### src/rtl/alu.sv
// Registered 32-bit EX-stage ALU: one result and an rs==src flag per clock, one cycle latency.
// Define ALU_HILO_EN to let funct 16/18 (mfhi/mflo) return the multiplier's HI/LO words.
module alu (
  input  logic        clka,
  input  logic        rst,
  input  logic        imm_mode,
  input  logic [31:0] rs,
  input  logic [31:0] src,
  input  logic [5:0]  funct,
  input  logic [4:0]  shamt,
  input  logic [63:0] hilo,
  output logic [31:0] data_out,
  output logic        zero
);

  localparam logic [5:0] F_SLL  = 6'd0;
  localparam logic [5:0] F_SRL  = 6'd2;
  localparam logic [5:0] F_SRA  = 6'd3;
  localparam logic [5:0] F_MFHI = 6'd16;
  localparam logic [5:0] F_MFLO = 6'd18;
  localparam logic [5:0] F_ADD  = 6'd32;
  localparam logic [5:0] F_ADDU = 6'd33;
  localparam logic [5:0] F_SUB  = 6'd34;
  localparam logic [5:0] F_SUBU = 6'd35;
  localparam logic [5:0] F_AND  = 6'd36;
  localparam logic [5:0] F_OR   = 6'd37;
  localparam logic [5:0] F_XOR  = 6'd38;
  localparam logic [5:0] F_NOR  = 6'd39;
  localparam logic [5:0] F_SLT  = 6'd42;
  localparam logic [5:0] F_SLTU = 6'd43;

  logic signed [31:0] rs_s;
  logic signed [31:0] src_s;
  logic        [31:0] data_d;
  logic        [31:0] data_q;
  logic               zero_d;
  logic               zero_q;

  assign rs_s  = rs;
  assign src_s = src;

`ifdef ALU_HILO_EN
  logic [31:0] hi_w;
  logic [31:0] lo_w;
  assign hi_w = hilo[63:32];
  assign lo_w = hilo[31:0];
`else
  logic unused_hilo;
  assign unused_hilo = ^hilo;
`endif

  always_comb begin
    data_d = '0;
    zero_d = (rs == src);
    if (imm_mode) begin
      data_d = rs + src;
    end else begin
      case (funct)
        F_ADD, F_ADDU: data_d = rs + src;
        F_SUB, F_SUBU: data_d = rs - src;
        F_AND:         data_d = rs & src;
        F_OR:          data_d = rs | src;
        F_XOR:         data_d = rs ^ src;
        F_NOR:         data_d = ~(rs | src);
        F_SLT:         data_d = {31'b0, (rs_s < src_s)};
        F_SLTU:        data_d = {31'b0, (rs < src)};
        F_SLL:         data_d = src << shamt;
        F_SRL:         data_d = src >> shamt;
        F_SRA:         data_d = src_s >>> shamt;
`ifdef ALU_HILO_EN
        F_MFHI:        data_d = hi_w;
        F_MFLO:        data_d = lo_w;
`endif
        default:       data_d = '0;
      endcase
    end
  end

  // Output register stage: reset clears both result and flag, discarding any in-flight op.
  always_ff @(posedge clka) begin
    if (rst) begin
      data_q <= '0;
      zero_q <= 1'b0;
    end else begin
      data_q <= data_d;
      zero_q <= zero_d;
    end
  end

  assign data_out = data_q;
  assign zero     = zero_q;

endmodule

### config.mk
export PLATFORM = sky130hd
export DESIGN_NAME = alu
export DESIGN_NICKNAME = d
export VERILOG_FILES = /design/src/rtl/alu.sv
export SDC_FILE = /design/constraint.sdc
export NUM_CORES = 1
export LEC_CHECK = 0
export CELL_PAD_IN_SITES_DETAIL_PLACEMENT = 1
export CELL_PAD_IN_SITES_GLOBAL_PLACEMENT = 1
export CORE_MARGIN = 10
export CORE_UTILIZATION = 40
export CTS_CLUSTER_DIAMETER = 40
export DETAILED_ROUTE_END_ITERATION = 6
export HOLD_SLACK_MARGIN = 0.08
export PLACE_DENSITY = 0.8
export SYNTH_ARGS = -nofsm -noshare
export SYNTH_HDL_FRONTEND = slang
export SYNTH_SLANG_ARGS = --single-unit
### constraint.sdc
create_clock -name clka -period 4.07 [get_ports clka]
set_input_delay 0.814 -clock clka [delete_from_list [all_inputs] [get_ports clka]]
set_output_delay 0.814 -clock clka [all_outputs]
set_load 0.005 [all_outputs]
# After elaboration in Yosys (flattened, before gate mapping)
# Index checks and enable logic that the tools add are counted.
# classes
addsub	2
n_shift	3
reduce_logical	3
mux	2
magnitude_cmp	2
eq_ne	13
bitwise	4
# ops
operator	n
$pmux W32 S11	1
$lt A32 B32 Y1	2
$eq A6 B6 Y1 const B	10
$add A32 B32 Y32	1
$and A32 B32 Y32	1
$eq A32 B32 Y1	1
$mux W32	1
$not A32 Y32	1
$or A32 B32 Y32	1
$shl A32 B5 Y32	1
$shr A32 B5 Y32	1
$sshr A32 B5 Y32	1
$sub A32 B32 Y32	1
$xor A32 B32 Y32	1
$eq A6 B2 Y1 const B	2
$logic_not A6 Y1	1
$reduce_or A2 Y1	2
# totals
ff_bits	33
wordCells	31
out_inout_bits	33
in_bits	142

# Longest topological paths before layout
# Gate-level depths: netlist (run 1).
# logic_depth
depth_word	4
mapped_depth	13
depth_no_buf	12

# Worst setup path after synthesis (run 1)
# Ideal clock, no wire load.
# synth_path
path_type	input port to flip-flop
start	input port src[19]
end	register data_q[30] (netlist: data_out[30])
path_slack_ps	842
path_buffers	2
t_arrival_ps	3106
setup_ps	122
path_stages	13
required_time_ps	3948
cell_sequence	clkbuf_1 inv_1 ha_1 clkbuf_1 inv_1 a21oi_1 o31ai_1 nor3_1 a21oi_1 o31ai_1 mux2i_1 o31ai_1 a311o_1
# synth_via
elab_chain_len	3
word_cells_on_any_way	7
# synth_rtl
item	line_no	source
start, declared	8	input logic [31:0] src,
$sub A32 B32 Y32 (tied with other cells)	60	F_SUB, F_SUBU: data_d = rs - src;
$pmux W32 S11	58	case (funct)
$mux W32 (*)	55	if (imm_mode) begin
end signal, assigned	85	data_q <= data_d;
end, declared	35	logic [31:0] data_q;
# Every way passes the cells marked *; elsewhere a longest branch is shown, timed or not.
# A chain may end at the register's enable or synchronous reset.

# Worst setup path after layout (run 1)
# layout_path
start	input port src[9]
end	register data_q[31] (netlist: data_out[31])
# Same word-level chain as after synthesis.

==> results of run 1 <==
## per-stage QoR
step | instances | hold WS [ns] | TNS (ns) | power, uW
3_5_place_dp | 1956 | 1.53 | -0.488 | 2060
4_1_cts | 1964 | 1.35 | 0 | 2460
2_1_floorplan | 1441 | 0.883 | 0 | 1310
5_1_grt | 1964 | 1.40 | 0 | 2630
6_report | 1964 | 1.37 | 0 | 2510
3_3_place_gp | 1956 | 1.52 | -0.0192 | 2010
## cells by family (layout without fill, tap and decap cells)
group,after synthesis,in the layout
buffers and inverters,222,415
multiplexers,121,121
XOR/XNOR,63,63
AO/OA/AOI/OAI,490,490
adder cells (fa/ha/maj),105,105
flip-flops,33,33
AND/OR/NAND/NOR,407,407
## state kept, by name, indices dropped and copies added (netlist names)
register and count:
data_out 32, zero 1
## how the worst max path moves through the flow
| stage | startpoint | to | slack, ns | depth (start not counted) |
|---|---|---|---|---|
| 3_5_place_dp | src[9] | data_out[28]$_SDFF_PP0_ | -0.15 | 14 |
| 2_1_floorplan | src[19] | data_out[30]$_SDFF_PP0_ | 0.84 | 13 |
| 3_3_place_gp | src[9] | data_out[28]$_SDFF_PP0_ | -0.02 | 14 |
| 5_1_grt | src[13] | data_out[28]$_SDFF_PP0_ | 0.05 | 13 |
| 6_report | src[9] | data_out[31]$_SDFF_PP0_ | 0.11 | 14 |
| 4_1_cts | src[9] | data_out[28]$_SDFF_PP0_ | 0.16 | 14 |
## layout make-up
| class | instances | share of cell area [%] |
|---|---|---|
| Clock buffer | 6 | 1.01 |
| Clock inverter | 2 | 0.0781 |
| Inverter | 107 | 3.13 |
| Multi-Input combinational cell | 1186 | 67.5 |
| Sequential cell | 33 | 5.15 |
| Tap cell | 330 | 3.22 |
| Timing Repair Buffer | 300 | 19.9 |
## Yosys cell counts, drive strengths merged, types with 4 or more instances
cell type    n  area [um2]
a211oi      36         275
o21a         9        67.6
ha         103        1290
o31ai        7        52.6
nor3        38         190
a221oi      14         123
and2        11        68.8
nor2       153         577
mux2        10         120
a211o        4        35.0
a2111oi      9        97.6
or3          4        25.0
a21oi      126         631
o21bai      14         105
o21ai      125         626
a21boi       5        37.5
nand2b      13        81.3
o31a         4        35.0
dfxtp       33         661
mux2i       70         701
a21o        11        82.6
o211ai      15         113
a22o         4        35.0
nand4        6        37.5
inv        105         394
nand3b       5        37.5
mux4        41         942
o32ai        4        35.0
buf         62         352
a32oi        4        35.0
a22oi        9        67.6
xor2         4        35.0
nor4         9        56.3
xnor2       59         517
nor2b       10        62.6
nand2      129         484
a31oi       13        81.3
o311ai       8        77.6
or2          6        37.5
nand3       13        65.1
o221ai      10        93.8
clkbuf      53         199
o22ai       26         163
## report_power, final
part / internal (uW) / switching, uW
combinational: 734 / 1010
clock: 226 / 174
sequential: 355 / 8.05
## repair_timing
item                                   CTS  global route
hold buffers                             0             0
buffers inserted                         0             0
resized for setup                        0             2
setup endpoints to repair                0             3
endpoints found under the hold margin    0             0
## layer usage
metal / GRT usage (%) / wire [um] / vias up
li1: - / - / 5634
met2: 52.4 / 24800 / 667
met5: 0 / 0 / -
met4: 23.1 / 4580 / 0
met1: 36.3 / 20600 / 6107
met3: 4.56 / 3610 / 197
## critical path, delay by kind of cell
kind / cells / cell delay [ns]
buffers and inverters: 4 / 1.07
AOI/OAI and AO/OA: 6 / 1.21
muxes: 1 / 0.22
and+or+nand+nor: 2 / 0.33
adders and majority gates: 1 / 0.43
==> reports/results.ini, run 1 <==
[synth]
syn_avg_cell_area_um2 = 7.11
syn_area_um2 = 10200
synth_warnings = 0
synthSimpleGateAreaFrac_pct = 17.6
synth_top_family_by_area = compound AO/OA/AOI/OAI gates
synthAdderAreaFrac_pct = 13.0
ys_async_sr_fraction_pct = 0
syn_inst = 1441
synth_compound_area_share_pct = 31.1
synth-main-ff-cell = dfxtp_1
synth-seq-cells = 33
synth_nets = 1688
synthXorXnorAreaFrac_pct = 5.39
synth_seq_area_share_pct = 6.45
synthDistinctLibCells = 82
synth-edff-count = 0
synthMuxAreaShare_pct = 17.2

[detailed_routing]
detail_route.drc_violations = 2
dr.pass1.iters = 7
routedWlPerCell_um = 27.3
ant_nets = 0
drt_wl_total_um = 53600
vias_per_cell = 6.42
vias = 12600
drtIter0Drc = 1260

[global_route]
antenna_found_initial = 0
track_usage_pct = 31.5
grt_first_pass_wirelength_um = 80900
grt_remaining_overflow = 0
grt_pass1_vias = 13100
grt_max_degree = 76

[cells_and_area]
multi_input_comb_area_um2 = 8650
drive_gt1_share_pct = 16.3
design_area_um2 = 12800
area_delta_synth_final_pct = 25.2
antennaDiodeCount = 0
final_util_pct = 50.9
regArea_um2 = 661
fin_nets = 1880
fillers = 3220
final_common_cell = buf_4
layout_common_cells = 188 x buf_4, 152 x nor2_1, 129 x nand2_1, 126 x a21oi_1, 118 x o21ai_0

[clock_tree]
ctsRootBufferMaster = clkbuf_16
h-tree-depth = 2
cts_sinks = 33
cts.clk_slew.worst_paths_ns = 0.06
numCtsBuffers = 5
clockBufferDepth = 2
tritoncts = done

[min_path]
min_from = rst
hp-class = primary input to register
min_to = data_out[4]$_SDFF_PP0_
holdPathStages = 2

[status]
status = finished, violations left
violations = DRC

[placement]
dpl.hpwl_um = 43400
place_ws_ns = -0.147
postPlaceCellArea_um2 = 12700
globalplace.congestion = 1.04
portBuffers = 110

[sta]
final_max_slew_viol_count = 0
max-slew-margin-rel_pct = 28.1
hold_violations = 0
finalCritPeriodShare_pct = 97.3
fin_crit_ns = 3.96
setup_ws_ns = 0.109
fmax_mhz = 252
tightest_slew_ns = 1.07
rsz0062_at_grt = false
setup_viol = 0

[pwr]
leakage_uw = 0.00552
ir_worst_vdd_mv = 0.132
power_per_cell_area_nw_per_um2 = 195

[floorplan]
ios = 175
placementRows = 58
initial_core_util_pct = 40.7
core_region_area_um2 = 25200
die_h_um = 180
die_x_um = 180
die-area_um2 = 32400

[job]
drv_cap = 0

[critical_path]
cp_data_arrival_time_ns = 4.09
slowest_stage = clkdlybuf4s50_1
cp_cell_sequence = clkdlybuf4s50_1, inv_1, ha_1, nand2_1, nor2_1, o2111a_1, o21ai_1, buf_4, a211oi_1, o21ai_0, buf_4, a31oi_1, mux2i_1, o221ai_1
crit_path_start_kind = primary input
timing.critical_path.mode_cell = buf_4
crit_type = primary input to register
crit_fanout = 6
required_ns = 4.20
slowest_delay_ns = 0.63
cp-end-kind = register

No activity file was read; power rests on OpenSTA's default activity.
==> run 2, diff against run 1 <==
==> config.mk (replaced) <==
export PLATFORM = sky130hd
export DESIGN_NAME = alu
export DESIGN_NICKNAME = d
export VERILOG_FILES = /design/src/rtl/alu.sv
export SDC_FILE = /design/constraint.sdc
export NUM_CORES = 1
export LEC_CHECK = 0
export CAP_MARGIN = 20
export CORE_MARGIN = 10
export CORE_UTILIZATION = 45
export CTS_CLUSTER_DIAMETER = 40
export DETAILED_ROUTE_END_ITERATION = 6
export HOLD_SLACK_MARGIN = 0.08
export PLACE_DENSITY = 0.67
export SYNTH_ARGS = -nofsm -noshare
export SYNTH_HDL_FRONTEND = slang
export SYNTH_SLANG_ARGS = --single-unit
==> constraint.sdc (replaced) <==
create_clock -name clka -period 4.07 [get_ports clka]
set_input_delay 0.814 -clock clka [delete_from_list [all_inputs] [get_ports clka]]
set_output_delay 0.814 -clock clka [all_outputs]
set_load 0.1 [all_outputs]
==> run 2 against run 1 <==
Against the previous run: the flow now finishes without violations; core utilization up 5.7 points; sequential power about the same; global-route usage up 0.54 points; cell count down 2.4%; combinational power up 10%; die area down 9.9%; total power up 6.7%.
==> reports/results.ini, run 2 (same netlist as run 1, synthesis figures left out) <==
[status]
status = completed  ; was finished, violations left

[global_route]
grt_first_pass_wirelength_um = 71500  ; was 80900 um
grt_remaining_overflow = 0  ; unchanged
antenna_found_initial = 0  ; unchanged
grt_pass1_vias = 11500  ; was 13100
track_usage_pct = 32.1  ; was 31.5%
grt_max_degree = 76  ; unchanged

[detailed_routing]
detail_route.drc_violations = 0  ; was 2
vias_per_cell = 6.42  ; about the same
ant_nets = 0  ; unchanged
dr.pass1.iters = 6  ; was 7
routedWlPerCell_um = 25.0  ; was 27.3 um
vias = 12300  ; was 12600
drt_wl_total_um = 47800  ; was 53600 um
drtIter0Drc = 1644  ; was 1260

[critical_path]
crit_fanout = 5  ; was 6
cp_cell_sequence = clkdlybuf4s50_1, inv_1, ha_1, a211oi_1, nor2_1, o2111a_1, o21ai_1, buf_4, a211oi_1, o21ai_0, buf_4, a31oi_1, mux2i_1, o221ai_1  ; was clkdlybuf4s50_1, inv_1, ha_1, nand2_1, nor2_1, o2111a_1, o21ai_1, buf_4, a211oi_1, o21ai_0, buf_4, a31oi_1, mux2i_1, o221ai_1
cp-end-kind = register  ; unchanged
cp_data_arrival_time_ns = 4.02  ; was 4.09 ns
crit_type = primary input to register  ; unchanged
required_ns = 4.19  ; was 4.20 ns
slowest_stage = clkdlybuf4s50_1  ; unchanged
crit_family = compound AO/OA/AOI/OAI gates  ; unchanged
path_buf_inv = 4  ; unchanged
slowest_delay_ns = 0.60  ; was 0.63 ns
crit_path_start_kind = primary input  ; unchanged

[sta]
setup_viol = 0  ; unchanged
tightest_slew_ns = 1.02  ; was 1.07 ns
hold_violations = 0  ; unchanged
fmax_mhz = 257  ; was 252 MHz
hold_slack_ns = 1.29  ; was 1.37 ns
rsz0062_at_grt = false  ; unchanged
finalCritPeriodShare_pct = 95.6  ; was 97.3%
final_max_slew_viol_count = 0  ; unchanged
max-slew-margin-rel_pct = 31.6  ; was 28.1%
fin_crit_ns = 3.89  ; was 3.96 ns
setup_ws_ns = 0.178  ; was 0.109 ns

[clock_tree]
cts.clk_slew.worst_paths_ns = 0.06  ; about the same
cts_sinks = 33  ; unchanged
numCtsBuffers = 5  ; unchanged
tritoncts = done  ; unchanged
clockBufferDepth = 2  ; unchanged
ctsRootBufferMaster = clkbuf_16  ; unchanged
h-tree-depth = 2  ; unchanged
post_cts_buffers = 0  ; unchanged

[placement]
postPlaceCellArea_um2 = 12600  ; was 12700 um2
globalplace.congestion = 1.05  ; was 1.04
place_ws_ns = 0.00173  ; was -0.147 ns
dp_cells = 1910  ; was 1956
portBuffers = 110  ; unchanged
dpl.hpwl_um = 39200  ; was 43400 um

[pwr]
pwr-share-clk_pct = 14.8  ; was 16.0%
p_switching_uw = 1350  ; was 1190 uW
seqPwrFrac_pct = 13.6  ; was 14.5%
power_per_cell_area_nw_per_um2 = 210  ; was 195 nW/um2
leakage_uw = 0.00551  ; was 0.00552 uW
sw_frac_of_total_pct = 50.6  ; was 47.5%
combPwrFrac_pct = 71.7  ; was 69.5%
ir_worst_vdd_mv = 0.130  ; was 0.132 mV
p_int_uw = 1320  ; about the same
finalPower_uw = 2670  ; was 2510 uW

[floorplan]
die_x_um = 171  ; was 180 um
die_h_um = 171  ; was 180 um
ios = 175  ; unchanged
core_region_area_um2 = 22500  ; was 25200 um2
placementRows = 55  ; was 58
initial_core_util_pct = 45.5  ; was 40.7%
die-area_um2 = 29200  ; was 32400 um2

[min_path]
hp-class = primary input to register  ; unchanged

[cells_and_area]
largest_register_ffs = 32  ; unchanged
antennaDiodeCount = 0  ; unchanged
drive_gt1_share_pct = 16.2  ; was 16.3%
fin_cells = 1917  ; was 1964
area_delta_synth_final_pct = 24.4  ; was 25.2%
fin_nets = 1879  ; was 1880
final_common_cell = buf_4  ; unchanged
design_area_um2 = 12700  ; was 12800 um2
layout_common_cells = 188 x buf_4, 152 x nor2_1, 129 x nand2_1, 126 x a21oi_1, 119 x o21ai_0  ; was 188 x buf_4, 152 x nor2_1, 129 x nand2_1, 126 x a21oi_1, 118 x o21ai_0

[job]
drv_cap = 0  ; unchanged

[run 2: changes by cell type in the layout (fill, tap and decap cells not counted), sizes merged]
| cell | delta |
|---|---|
| clkbuf | +1 |
| clkinv | -2 |
| buf | -1 |
[run 2: cell type report]
class,count,area (um2)
repair buffers,299,2530
flip-flops and latches,33,661
clock buffers,7,143
multi-input cells,1186,8650
inverters,107,402
well taps,285,357
fillers,2217,9760
[run 2: final timing paths]
| path | start | endpoint | slack (ns) | cells past startpoint |
|---|---|---|---|---|
| worst max-delay path | src[1] | data_out[31]$_SDFF_PP0_ | 0.18 | 14 |
| worst min-delay path | rst | data_out[4]$_SDFF_PP0_ | 1.29 | 2 |
[run 2: per-stage QoR]
step,TNS (ns),util (%)
after floorplan,0,-
after global placement,-0.00301,56.0
after detailed placement,0,56.0
after CTS,0,56.6
after global routing,0,56.6
final,0,56.6
[run 2: layer usage]
metal  up-vias  global-route usage (%)  wire, um
met3        76                    8.34      6040
met1      5830                    45.8     20700
li1       5651                       -         -
met5         -                       0         0
met4         0                    8.47      1240
met2       752                    46.2     19800
[run 2: repair_timing]
item	CTS	global route
gates resized for setup	0	1
hold endpoints to repair	0	0
setup endpoints to repair	0	2
hold buffers	0	0
[run 2: power by group through the flow]
stage	Clock (uW)	Sequential, uW	Combinational [uW]
after floorplan	0	606	937
after global placement	0	369	1850
after detailed placement	0	370	1860
after CTS	400	364	1870
after global routing	413	367	2030
final	395	363	1920
